### src/rtl/and_gate_bist.sv
// Purpose : built-in self-test for the and_gate lab DUT; sweeps {a,b} = 00,01,10,11 and checks y == a & b.
// Latency : result (done/pass/err_count/fail_vec) visible after 4*SETTLE_CYCLES*ROUNDS cycles from the accepted start.
// Backpress: none; start is ignored while busy, and results hold until the next accepted start.
//
// Ports:
//   clk, rst_n        clock (rising edge) and asynchronous active-low reset
//   start             begins a run when sampled high while not busy (IDLE or DONE)
//   a_o, b_o          stimulus driven into the DUT
//   y_i               DUT response, sampled at the end of each settle window
//   busy, done, pass  run status; pass = done with zero mismatches
//   err_count         saturating mismatch count for the run
//   fail_vec          bit i set if vector i = {a,b} ever mismatched
// Optional feature macro AND_GATE_BIST_FIRST_FAIL_EN adds first_fail_valid / first_fail_vec,
// capturing the vector index of the first mismatch of a run.
module and_gate_bist #(
    parameter int unsigned SETTLE_CYCLES = 2,
    parameter int unsigned ROUNDS        = 1
) (
    input  logic       clk,
    input  logic       rst_n,
    input  logic       start,
    output logic       a_o,
    output logic       b_o,
    input  logic       y_i,
    output logic       busy,
    output logic       done,
    output logic       pass,
    output logic [7:0] err_count,
    output logic [3:0] fail_vec
`ifdef AND_GATE_BIST_FIRST_FAIL_EN
    ,
    output logic       first_fail_valid,
    output logic [1:0] first_fail_vec
`endif
);

    localparam logic [7:0] SETTLE_LOAD = 8'(SETTLE_CYCLES - 1);
    localparam logic [7:0] ROUNDS_LAST = 8'(ROUNDS);

    typedef enum logic [1:0] {
        IDLE = 2'd0,
        RUN  = 2'd1,
        DONE = 2'd2
    } state_t;

    state_t     state, state_nxt;
    logic [1:0] vec, vec_nxt;
    logic [7:0] settle_cnt, settle_nxt;
    logic [7:0] round_cnt, round_nxt;
    logic [7:0] err_nxt;
    logic [3:0] fail_nxt;
    logic       a_nxt, b_nxt;
    logic       busy_nxt, done_nxt, pass_nxt;
    logic       mismatch;
`ifdef AND_GATE_BIST_FIRST_FAIL_EN
    logic       ff_valid_nxt;
    logic [1:0] ff_vec_nxt;
`endif

    always_ff @(posedge clk or negedge rst_n) begin
        if (!rst_n) begin
            state      <= IDLE;
            vec        <= 2'd0;
            settle_cnt <= 8'd0;
            round_cnt  <= 8'd0;
            a_o        <= 1'b0;
            b_o        <= 1'b0;
            busy       <= 1'b0;
            done       <= 1'b0;
            pass       <= 1'b0;
            err_count  <= 8'd0;
            fail_vec   <= 4'd0;
`ifdef AND_GATE_BIST_FIRST_FAIL_EN
            first_fail_valid <= 1'b0;
            first_fail_vec   <= 2'd0;
`endif
        end else begin
            state      <= state_nxt;
            vec        <= vec_nxt;
            settle_cnt <= settle_nxt;
            round_cnt  <= round_nxt;
            a_o        <= a_nxt;
            b_o        <= b_nxt;
            busy       <= busy_nxt;
            done       <= done_nxt;
            pass       <= pass_nxt;
            err_count  <= err_nxt;
            fail_vec   <= fail_nxt;
`ifdef AND_GATE_BIST_FIRST_FAIL_EN
            first_fail_valid <= ff_valid_nxt;
            first_fail_vec   <= ff_vec_nxt;
`endif
        end
    end

    always_comb begin
        state_nxt  = state;
        vec_nxt    = vec;
        settle_nxt = settle_cnt;
        round_nxt  = round_cnt;
        a_nxt      = a_o;
        b_nxt      = b_o;
        err_nxt    = err_count;
        fail_nxt   = fail_vec;
        mismatch   = 1'b0;
`ifdef AND_GATE_BIST_FIRST_FAIL_EN
        ff_valid_nxt = first_fail_valid;
        ff_vec_nxt   = first_fail_vec;
`endif

        case (state)
            IDLE, DONE: begin
                if (start) begin
                    state_nxt  = RUN;
                    vec_nxt    = 2'd0;
                    settle_nxt = SETTLE_LOAD;
                    round_nxt  = 8'd0;
                    a_nxt      = 1'b0;
                    b_nxt      = 1'b0;
                    err_nxt    = 8'd0;
                    fail_nxt   = 4'd0;
`ifdef AND_GATE_BIST_FIRST_FAIL_EN
                    ff_valid_nxt = 1'b0;
                    ff_vec_nxt   = 2'd0;
`endif
                end
            end
            RUN: begin
                if (settle_cnt != 8'd0) begin
                    settle_nxt = settle_cnt - 8'd1;
                end else begin
                    // Compare against the registered stimulus, which is what the DUT sees.
                    mismatch = (y_i != (a_o & b_o));
                    if (mismatch) begin
                        if (err_count != 8'hFF) begin
                            err_nxt = err_count + 8'd1;
                        end
                        fail_nxt[vec] = 1'b1;
`ifdef AND_GATE_BIST_FIRST_FAIL_EN
                        if (!first_fail_valid) begin
                            ff_valid_nxt = 1'b1;
                            ff_vec_nxt   = vec;
                        end
`endif
                    end
                    settle_nxt = SETTLE_LOAD;
                    // vec wraps 3 -> 0, which also parks a_o/b_o at 0 on completion.
                    vec_nxt = vec + 2'd1;
                    a_nxt   = vec_nxt[1];
                    b_nxt   = vec_nxt[0];
                    if (vec == 2'd3) begin
                        round_nxt = round_cnt + 8'd1;
                        if (round_nxt == ROUNDS_LAST) begin
                            state_nxt = DONE;
                        end
                    end
                end
            end
            default: begin
                state_nxt = IDLE;
            end
        endcase

        busy_nxt = (state_nxt == RUN);
        done_nxt = (state_nxt == DONE);
        pass_nxt = done_nxt && (err_nxt == 8'd0);
    end

endmodule

### config.mk
export PLATFORM = sky130hd
export DESIGN_NAME = and_gate_bist
export DESIGN_NICKNAME = d
export VERILOG_FILES = /design/src/rtl/and_gate_bist.sv
export SDC_FILE = /design/constraint.sdc
export NUM_CORES = 1
export LEC_CHECK = 0
export ABC_CLOCK_PERIOD_IN_PS = 3380
export CORE_ASPECT_RATIO = 0.75
export CORE_MARGIN = 3
export CORE_UTILIZATION = 40
export CTS_CLUSTER_DIAMETER = 40
export DETAILED_ROUTE_END_ITERATION = 8
export PLACE_DENSITY = 0.57
export SYNTH_ARGS = -nofsm -noshare
export SYNTH_HDL_FRONTEND = slang
export SYNTH_SLANG_ARGS = --single-unit
### constraint.sdc
create_clock -name clk -period 3.38 [get_ports clk]
set_input_delay 0.845 -clock clk [delete_from_list [all_inputs] [get_ports clk]]
set_output_delay 0.845 -clock clk [all_outputs]
set_load 0.05 [all_outputs]
---- Word level (Yosys, flattened, before mapping) ----
Cells that the tools add are included.
cells by class
  add/subtract/negate cells ............... 4
  $lt $le $gt $ge ......................... 2
  eq/ne operators ......................... 12
  mux-type cells .......................... 31
  bitwise logic cells ..................... 2
  reductions and logical operators ........ 11
operator list
  kind                                                                          number
  8-bit two-way mux                                                             9
  8-bit case mux with 2 select lines                                            3
  8-bit by 1-bit adder with 8-bit output, second input constant                 2
  2-bit two-way mux                                                             6
  4-bit two-way mux                                                             3
  8-bit by 1-bit equality test with 1-bit output, second input constant         1
  8-bit zero test                                                               1
  2-bit inequality test, second input constant                                  4
  8-bit inequality test, second input constant                                  1
  2-bit case mux with 2 select lines                                            2
  4-bit case mux with 2 select lines                                            1
  4-bit AND reduction                                                           2
  8-bit nonzero test                                                            1
  8-bit by 1-bit subtractor with 8-bit output, second input constant            1
  2-bit equality test, second input constant                                    3
  2-bit by 1-bit equality test with 1-bit output, second input constant         2
  1-bit two-way mux                                                             4
  4-bit bitwise OR                                                              1
  1-bit case mux with 2 select lines                                            2
  2-bit by 3-bit less-than comparator with 1-bit output, second input constant  1
  3-bit AND reduction                                                           1
  2-bit by 1-bit adder with 2-bit output, second input constant                 1
  1-bit demux with 2-bit select                                                 1
  2-bit by 1-bit >= comparator with 1-bit output, second input constant         1
  other kinds (7)                                                               8
word-level totals
  bits in registers ....................... 37
  input bits .............................. 4
  output and inout port bits .............. 17
  logic and storage cells ................. 73

---- Depth between registers and ports, before layout ----
Gate-level depths: netlist (run 1).
  word-level depth ........................ 8
  mapped depth ............................ 9
  gate-level depth less buffers ........... 8

---- Worst setup path after synthesis (run 1) ----
OpenSTA, ideal clock, no wires.
  path type ............................... reg2reg
  start ................................... reg vec[0]
  end ..................................... reg pass
  library setup time ...................... 96 ps
  data arrival time ....................... 2,250 ps
  required time ........................... 3,284 ps
  setup slack ............................. 1,035 ps
  cell stages (with the launch flop) ...... 9
  period minus slack after synthesis ...... 2,345 ps
  path through ............................ dfrtp_1 -> ha_1 -> xor2_1 -> and4_1 -> buf_4 -> nand4_1 -> mux2i_1 -> a2111o_1 -> nor4_2
on the way
  word-level cells in the longest chain between the ends .. 6
RTL lines
  element                             RTL line  text
  start, declared                     47        logic [1:0] vec, vec_nxt;
  start signal, assigned              79        vec <= vec_nxt;
  2-bit equality test                 151       if (vec == 2'd3) begin
  2-bit two-way mux                   151
  2-bit two-way mux                   129       if (settle_cnt != 8'd0) begin
  2-bit case mux with 2 select lines  111       case (state)
  2-bit equality test                 165       done_nxt = (state_nxt == DONE);
  1-bit logical AND                   166       pass_nxt = done_nxt && (err_nxt == 8'd0);
  named net pass_nxt                  53        logic busy_nxt, done_nxt, pass_nxt;
  end signal, assigned                86        pass <= pass_nxt;
  end, declared                       27        output logic pass,
The timed path passes the listed nets, and every way through them passes these cells.
A chain may end at the register's enable or synchronous reset.

---- Final worst setup path (run 1) ----
  start ................................... in y_i
  end ..................................... reg pass
on the way
  word-level cells in the longest chain between the ends .. 6
RTL lines
  element                             RTL line  text
  start, declared                     24        input logic y_i,
  1-bit inequality test               133       mismatch = (y_i != (a_o & b_o));
  8-bit two-way mux                   134       if (mismatch) begin
  8-bit two-way mux                   129
  8-bit case mux with 2 select lines  111
  8-bit zero test                     166
  1-bit logical AND                   166
  named net pass_nxt                  53
The timed path passes the listed nets, and every way through them passes these cells.

==> results by group, run 1 <==
Power
  – Switching Share: 43.06%
  – Peak VDD IR: 442.2 uV
  – Leak Pwr: 1.064 nW
  – PwrDens: 694.4 nW/um2
  – Pint: 0.9211 mW
  – Net switching power: 0.6966 mW
  – Combinational power share: 41.2%
  – Seq pwr share: 40.5%
  – Total Power: 1.618 mW
  – Clk pwr share: 18.4%

Logic synthesis
  – Mean area per synthesized cell: 9.313 um2
  – Post-Syn Area: 1974 um2
  – Syn. warnings: 0
  – Synthesized instance count: 212
  – Synthesis-stage register bit count: 35
  – Yosys cell types: 45
  – Mapped Nets: 225
  – Sequential-to-total area share from yosys stat: 44.36%

Final layout
  – Final #Nets: 250
  – P&R area growth vs syn: 18.00%
  – ANT cells: 0
  – Layout cells sized above 1: 9.244%
  – Most frequent cells in the layout: 35 x dfrtp_1, 22 x o21ai_0, 21 x nand2_1
  – Final Cell Area: 2330 um2
  – Filler Cell Count: 409
  – Post-route insts no fill: 295
  – Layout Utilization: 50.67%
  – Leading cell type in the layout, fill and taps excluded: dfrtp_1

CTS
  – Clock buffer depth: 2
  – Setup repair bufs after CTS: 0
  – Later-pin clock latency in the skew report: 0.28 ns
  – Root Buffer: clkbuf_8
  – CTS Buf Count: 5
  – Max H-tree Level: 2
  – Post_cts resized: 0
  – CTS tree: done
  – Cts hold-fix bufs: 0
  – Clock transition at path regs: 0.07 ns
  – Num Clock Sinks: 35

Outcome
  – Status: complete, no violations

Floorplan
  – Die ar.: 5824 um2
  – Die Ht: 66.85 um
  – Ports: 21
  – Placeable core area: 4598 um2
  – Initial Util: 42.94%
  – FP Rows: 21
  – Die Span X: 87.13 um

Setup path
  – Critical path's largest stage delay: 0.47 ns
  – Reg2Reg Depth: 9
  – Setup crit start kind: input pin
  – Data required, critical path: 3.57 ns
  – Arrival @ worst endpoint: 2.86 ns
  – Reg-to-Reg End: pass
  – R2R Path Start: settle_cnt[0]
  – Flop2flop setup slack: 0.92 ns
  – Critical path's top delay family: simple AND/OR/NAND/NOR gates
  – Critical path type: input pin to flop
  – Slowest stage cell, crit path: clkdlybuf4s50_1
  – WP buf/inv: 1
  – Crit path cell chain: clkdlybuf4s50_1 -> xor2_1 -> and4_1 -> nand2_2 -> mux2i_1 -> a2111o_1 -> nor4_2
  – Crit-path max FO: 9
  – CP endpoint kind: flop

GRT
  – Met3 Use GR: 4.079%
  – First-pass GRT wire length: 7845 um
  – All-Layer GR Usage: 17.27%
  – Global route overflow: 0
  – Initial antenna violation count: 0
  – Met1 Resource Use GR: 24.87%
  – Gr busiest metal: met2
  – Largest net degree at the start of global routing: 36
  – Met2 Track Usage GR: 25.85%
  – Via count of the first global-routing pass: 1633

Timing
  – Final min period: 2.671 ns
  – Setup TNS: 0 ns
  – Period utilization: 79.01%
  – Slew Viols, Final: 0
  – Clk_skew: 0.005109 ns
  – Hold slack final: 0.4916 ns
  – Fin. Hold Viols: 0
  – Final worst slack: 0.7094 ns
  – Max-slew headroom: 63.20%
  – Fmax: 374.5 MHz
  – Final setup viols: 0
  – Slew @ Worst Pin: 0.5481 ns
  – Setup repair after global routing missed its margin: no

Placement
  – Placed Cells: 287
  – Dpl cell area: 2248 um2
  – Placer Congestion: 0.7942
  – Dpl ws: 0.4185 ns
  – HPWL after detailed placement: 3141 um
  – Count of input and output buffers: 20

Worst hold path
  – End of the worst hold path: settle_cnt[7]
  – Hold Startpoint: settle_cnt[7]
  – Hold Crit Depth: 1
  – Hold WC Path Type: flop to flop

Routing
  – Routed WL: 4388 um
  – # DRC: 0
  – Wire length per cell: 14.87 um
  – Drt pass-1 iters: 4
  – Vias post-DR: 1600
  – Routed Antenna Nets: 0
  – Via/cell ratio: 5.424
  – Initial drt markers: 60

Flow run
  – MaxCap Viol Count: 0
-- routing by layer --
metal  up-vias  share of wire [%]
met3         5                3.4
met2        19                 43
met5         -                  0
met1       775                 53
met4         0               0.87
li1        801                  -
-- worst max-delay path by stage --
stage,start,end,cells past startpoint
2_1_floorplan,vec[0],pass,8
3_3_place_gp,y_i,pass,7
3_5_place_dp,y_i,pass,7
4_1_cts,y_i,pass,7
5_1_grt,y_i,pass,7
6_report,y_i,pass,7
-- sequential cells by signal (all words and copies together) (netlist names) --
| signal | count |
|---|---|
| pass | 1 |
| busy | 1 |
| settle_cnt | 8 |
| err_count | 8 |
| done | 1 |
| fail_vec | 4 |
| state | 2 |
| round_cnt | 8 |
| a_o | 1 |
| vec | 1 |
-- worst reg2reg max path, stage by stage, from the launching register on --
cell	delay (ns)
dfrtp_1	0.41
inv_1	0.11
ha_1	0.16
nor3b_1	0.18
buf_4	0.16
and4_1	0.40
nand2_2	0.20
mux2i_1	0.16
a2111o_1	0.39
nor4_2	0.21
-- layout make-up --
type                    instances  area [um2]  share of cell area [%]
multi-input cells             163        1041                   44.68
flip-flops and latches         35       875.8                   37.59
repair buffers                 24       230.2                   9.882
clock buffers                   7       76.32                   3.276
well taps                      57       71.32                   3.061
inverters                       8       30.03                   1.289
clock inverters                 1       5.005                  0.2148
-- Yosys cell counts --
cell | count | area share (%)
a2111o_1 | 1 | 0.57
a211o_1 | 1 | 0.44
a211oi_1 | 1 | 0.38
a21boi_0 | 1 | 0.38
a21o_1 | 2 | 0.76
a21o_2 | 1 | 0.44
a21oi_1 | 12 | 3.0
a31oi_1 | 1 | 0.32
and2_1 | 3 | 0.95
and3_1 | 6 | 1.9
and4_1 | 3 | 1.3
buf_4 | 1 | 0.38
clkbuf_1 | 4 | 0.76
clkbuf_2 | 1 | 0.25
dfrtp_1 | 35 | 44
ha_1 | 9 | 5.7
inv_1 | 8 | 1.5
mux2i_1 | 2 | 1.0
nand2_1 | 21 | 4.0
nand2_2 | 1 | 0.32
nand2b_1 | 1 | 0.32
nand3_1 | 13 | 3.3
nand3_2 | 1 | 0.51
nand3b_1 | 2 | 0.76
nand4_1 | 3 | 0.95
nand4b_1 | 1 | 0.44
nor2_1 | 19 | 3.6
nor2b_1 | 4 | 1.3
nor3_1 | 5 | 1.3
nor3b_1 | 3 | 1.1
nor4_2 | 1 | 0.63
nor4_4 | 1 | 1.1
o211ai_1 | 1 | 0.38
o211ai_2 | 1 | 0.63
o21ai_0 | 22 | 5.6
o2bb2ai_1 | 1 | 0.44
o31ai_1 | 4 | 1.5
o31ai_4 | 1 | 1.1
o32a_2 | 1 | 0.57
or2_2 | 1 | 0.32
or2b_2 | 1 | 0.44
or3_2 | 1 | 0.38
or4_4 | 1 | 0.57
xnor2_1 | 5 | 2.2
xor2_1 | 4 | 1.8
-- cells by family (layout without fill, tap and decap cells) --
kind of cell | Yosys count | count (layout) | synth area share (%)
XOR/XNOR | 9 | 9 | 3.992
flip-flops | 35 | 35 | 44.36
adder cells (fa/ha/maj) | 9 | 9 | 5.704
buffers and inverters | 14 | 40 | 2.915
multiplexers | 2 | 2 | 1.014
AO/OA/AOI/OAI | 51 | 51 | 16.54
AND/OR/NAND/NOR | 92 | 92 | 25.48
-- power by group through the flow --
stage                     sequential, mW  clock [mW]  combinational (mW)
after floorplan                    0.763           0               0.357
after global placement             0.656           0               0.662
after detailed placement           0.662           0               0.666
after CTS                          0.654       0.305               0.671
after global routing               0.676       0.320               0.757
final                              0.654       0.297               0.666
Power figures use the tool's default switching activity.
==> run 2, diff against run 1 <==
--- a/config.mk
+++ b/config.mk
@@ -5,7 +5,7 @@
 export SDC_FILE = /design/constraint.sdc
 export NUM_CORES = 1
 export LEC_CHECK = 0
-export ABC_CLOCK_PERIOD_IN_PS = 3380
+export ABC_CLOCK_PERIOD_IN_PS = 2500
 export CORE_ASPECT_RATIO = 0.75
 export CORE_MARGIN = 3
 export CORE_UTILIZATION = 40
==> constraint.sdc (replaced) <==
create_clock -name clk -period 2.5 [get_ports clk]
set_input_delay 0.625 -clock clk [delete_from_list [all_inputs] [get_ports clk]]
set_output_delay 0.625 -clock clk [all_outputs]
set_load 0.05 [all_outputs]
==> run 2 against run 1 <==
Net effect: sequential share of layout area decreased by 1.1 points; die area unchanged; routed wire length down 0.14%; flip-flop and latch count unchanged; combinational power increased by 38%; setup slack got worse by 0.53 ns; first-iteration DRC count up 8.3%.
==> results by group, run 2 (same netlist as run 1, synthesis figures left out) <==
Outcome
  – Status: complete, no violations

Timing
  – Max-slew headroom: 53.81% (-9.4 points)
  – Hold slack final: 0.4959 ns (+0.004317 ns)
  – Setup repair after global routing missed its margin: no
  – Fmax: 431.4 MHz
  – Clk_skew: 0.004147 ns (-0.0009627 ns)
  – Period utilization: 92.71%
  – Setup TNS: 0 ns (unchanged)
  – Fin. Hold Viols: 0 (unchanged)
  – Slew @ Worst Pin: 0.6902 ns (+0.1421 ns)
  – Final min period: 2.318 ns
  – Slew Viols, Final: 0 (unchanged)
  – Final setup viols: 0 (unchanged)

Routing
  – Vias post-DR: 1631 (+1.9%)
  – Drt pass-1 iters: 4 (unchanged)
  – Via/cell ratio: 5.419 (about the same)
  – # DRC: 0 (unchanged)
  – Initial drt markers: 65 (+8.3%)
  – Routed WL: 4382 um (-0.14%)
  – Routed Antenna Nets: 0 (unchanged)
  – Wire length per cell: 14.56 um (-2.1%)

Floorplan
  – Initial Util: 42.94% (unchanged)
  – Die Span X: 87.13 um (unchanged)
  – Die ar.: 5824 um2 (unchanged)
  – Die Ht: 66.85 um (unchanged)
  – Placeable core area: 4598 um2 (unchanged)
  – FP Rows: 21 (unchanged)
  – Ports: 21 (unchanged)

Placement
  – Count of input and output buffers: 20 (unchanged)
  – Placer Congestion: 0.8645 (+8.9%)
  – HPWL after detailed placement: 3183 um (+1.3%)
  – Dpl cell area: 2293 um2 (+2.0%)

CTS
  – Max H-tree Level: 2 (unchanged)
  – CTS tree: done
  – Clock transition at path regs: 0.08 ns (about the same)
  – Cts hold-fix bufs: 0 (unchanged)
  – Clock buffer depth: 2 (unchanged)
  – CTS Buf Count: 5 (unchanged)
  – Root Buffer: clkbuf_8
  – Later-pin clock latency in the skew report: 0.29 ns (about the same)
  – Setup repair bufs after CTS: 0 (unchanged)
  – Num Clock Sinks: 35 (unchanged)

Worst hold path
  – Hold Startpoint: fail_vec[1]
  – Hold WC Path Type: flop to flop

Power
  – Seq pwr share: 38.8% (-1.7 points)
  – Clk pwr share: 20.6% (+2.2 points)
  – Peak VDD IR: 517.9 uV (+17%)
  – Pint: 1.314 mW (+43%)
  – Switching Share: 42.13% (-0.93 points)
  – Combinational power share: 40.6% (-0.6 points)
  – PwrDens: 946.4 nW/um2 (+36%)
  – Net switching power: 0.9562 mW (+37%)
  – Leak Pwr: 1.101 nW (+3.5%)

Setup path
  – Critical path's largest stage delay: 0.41 ns (-0.06 ns)
  – Setup crit start kind: flop
  – Crit-path max FO: 5 (-4)
  – Critical path capture point: pass
  – Critical path's top delay family: simple AND/OR/NAND/NOR gates
  – Reg-to-Reg End: pass
  – R2R Path Start: settle_cnt[0]
  – Flop2flop setup slack: 0.18 ns (-0.74 ns)
  – Arrival @ worst endpoint: 2.51 ns (-0.35 ns)
  – Critical Path Start: settle_cnt[0]
  – Crit path cell chain: inv_1 -> ha_1 -> nor3b_1 -> buf_4 -> and4_2 -> nand2_2 -> mux2i_1 -> a2111o_1 -> nor4_2
  – Reg2Reg Depth: 9 (unchanged)
  – CP endpoint kind: flop
  – Critical path type: flop to flop
  – Crit. path cell count: 9 (+2)
  – Data required, critical path: 2.69 ns (-0.88 ns)
  – WP buf/inv: 2 (+1)
  – Slowest stage cell, crit path: dfrtp_1

GRT
  – Initial antenna violation count: 0 (unchanged)
  – Global route overflow: 0 (unchanged)
  – All-Layer GR Usage: 16.54% (-0.73 points)
  – First-pass GRT wire length: 7493 um (-4.5%)
  – Via count of the first global-routing pass: 1591 (-2.6%)
  – Largest net degree at the start of global routing: 36 (unchanged)

Final layout
  – P&R area growth vs syn: 21.48%
  – Layout cells sized above 1: 12.70% (+3.5 points)
  – Largest registers: err_count x8, round_cnt x8, settle_cnt x8
  – Most frequent cells in the layout: 35 x dfrtp_1, 22 x o21ai_0, 21 x nand2_1
  – Final Cell Area: 2399 um2 (+3.0%)
  – Leading cell type in the layout, fill and taps excluded: dfrtp_1
  – ANT cells: 0 (unchanged)
  – Final #Nets: 256 (+2.4%)

Flow run
  – MaxCap Viol Count: 0 (unchanged)
==> run 2: metrics by stage <==
stage	setup WS, ns	total power [mW]	instances	util, %
6_report	0.1822	2.270	301	52.16
5_1_grt	0.02877	2.431	301	52.16
4_1_cts	0.1424	2.288	301	52.14
3_5_place_dp	-0.08415	1.812	293	49.88
3_3_place_gp	-0.001052	1.797	293	49.88
2_1_floorplan	0.1549	1.514	212	-
==> run 2: layout make-up <==
type                       instances  area, um2
sequential                        35      875.8
timing repair buffer              30      275.3
clock inverter                     1      7.507
fill                             436       2200
inverter                           8      30.03
clock buffer                       7      96.34
tap                               57      71.32
multi-input combinational        163       1042
==> run 2: what timing repair did <==
item,in CTS,in global routing
endpoints found under the setup margin,0,1
endpoints found under the hold margin,0,0
gates resized for setup,0,1
==> run 2: how the worst min path moves through the flow <==
| stage | slack [ns] | depth (start not counted) | endpoint |
|---|---|---|---|
| 3_3_place_gp | 0.48 | 1 | settle_cnt[7] |
| 2_1_floorplan | 0.33 | 0 | a_o |
| 3_5_place_dp | 0.49 | 2 | fail_vec[1] |
| 5_1_grt | 0.53 | 2 | fail_vec[0] |
| 4_1_cts | 0.50 | 1 | settle_cnt[7] |
| 6_report | 0.50 | 2 | fail_vec[1] |
==> run 2: power groups by stage <==
stage	logic [mW]	registers [mW]	clock network, mW
after floorplan	0.483	1.03	0
after global placement	0.913	0.884	0
after detailed placement	0.922	0.890	0
after CTS	0.928	0.880	0.480
after global routing	1.02	0.910	0.501
final	0.922	0.881	0.467
==> run 2: worst min-delay path, stage by stage (launching register included) <==
cell and delay (ns):
dfrtp_1 0.35, a21oi_1 0.04, nor2_1 0.07
==> run 2: metal layers <==
metal | up-vias | global-route usage, % | part of all wire, %
met1 | 780 | 23.83 | 54
met3 | 2 | 4.697 | 3.7
met2 | 25 | 24.15 | 43
met4 | 0 | 4.406 | 0.18
met5 | - | 0 | 0
li1 | 824 | - | -
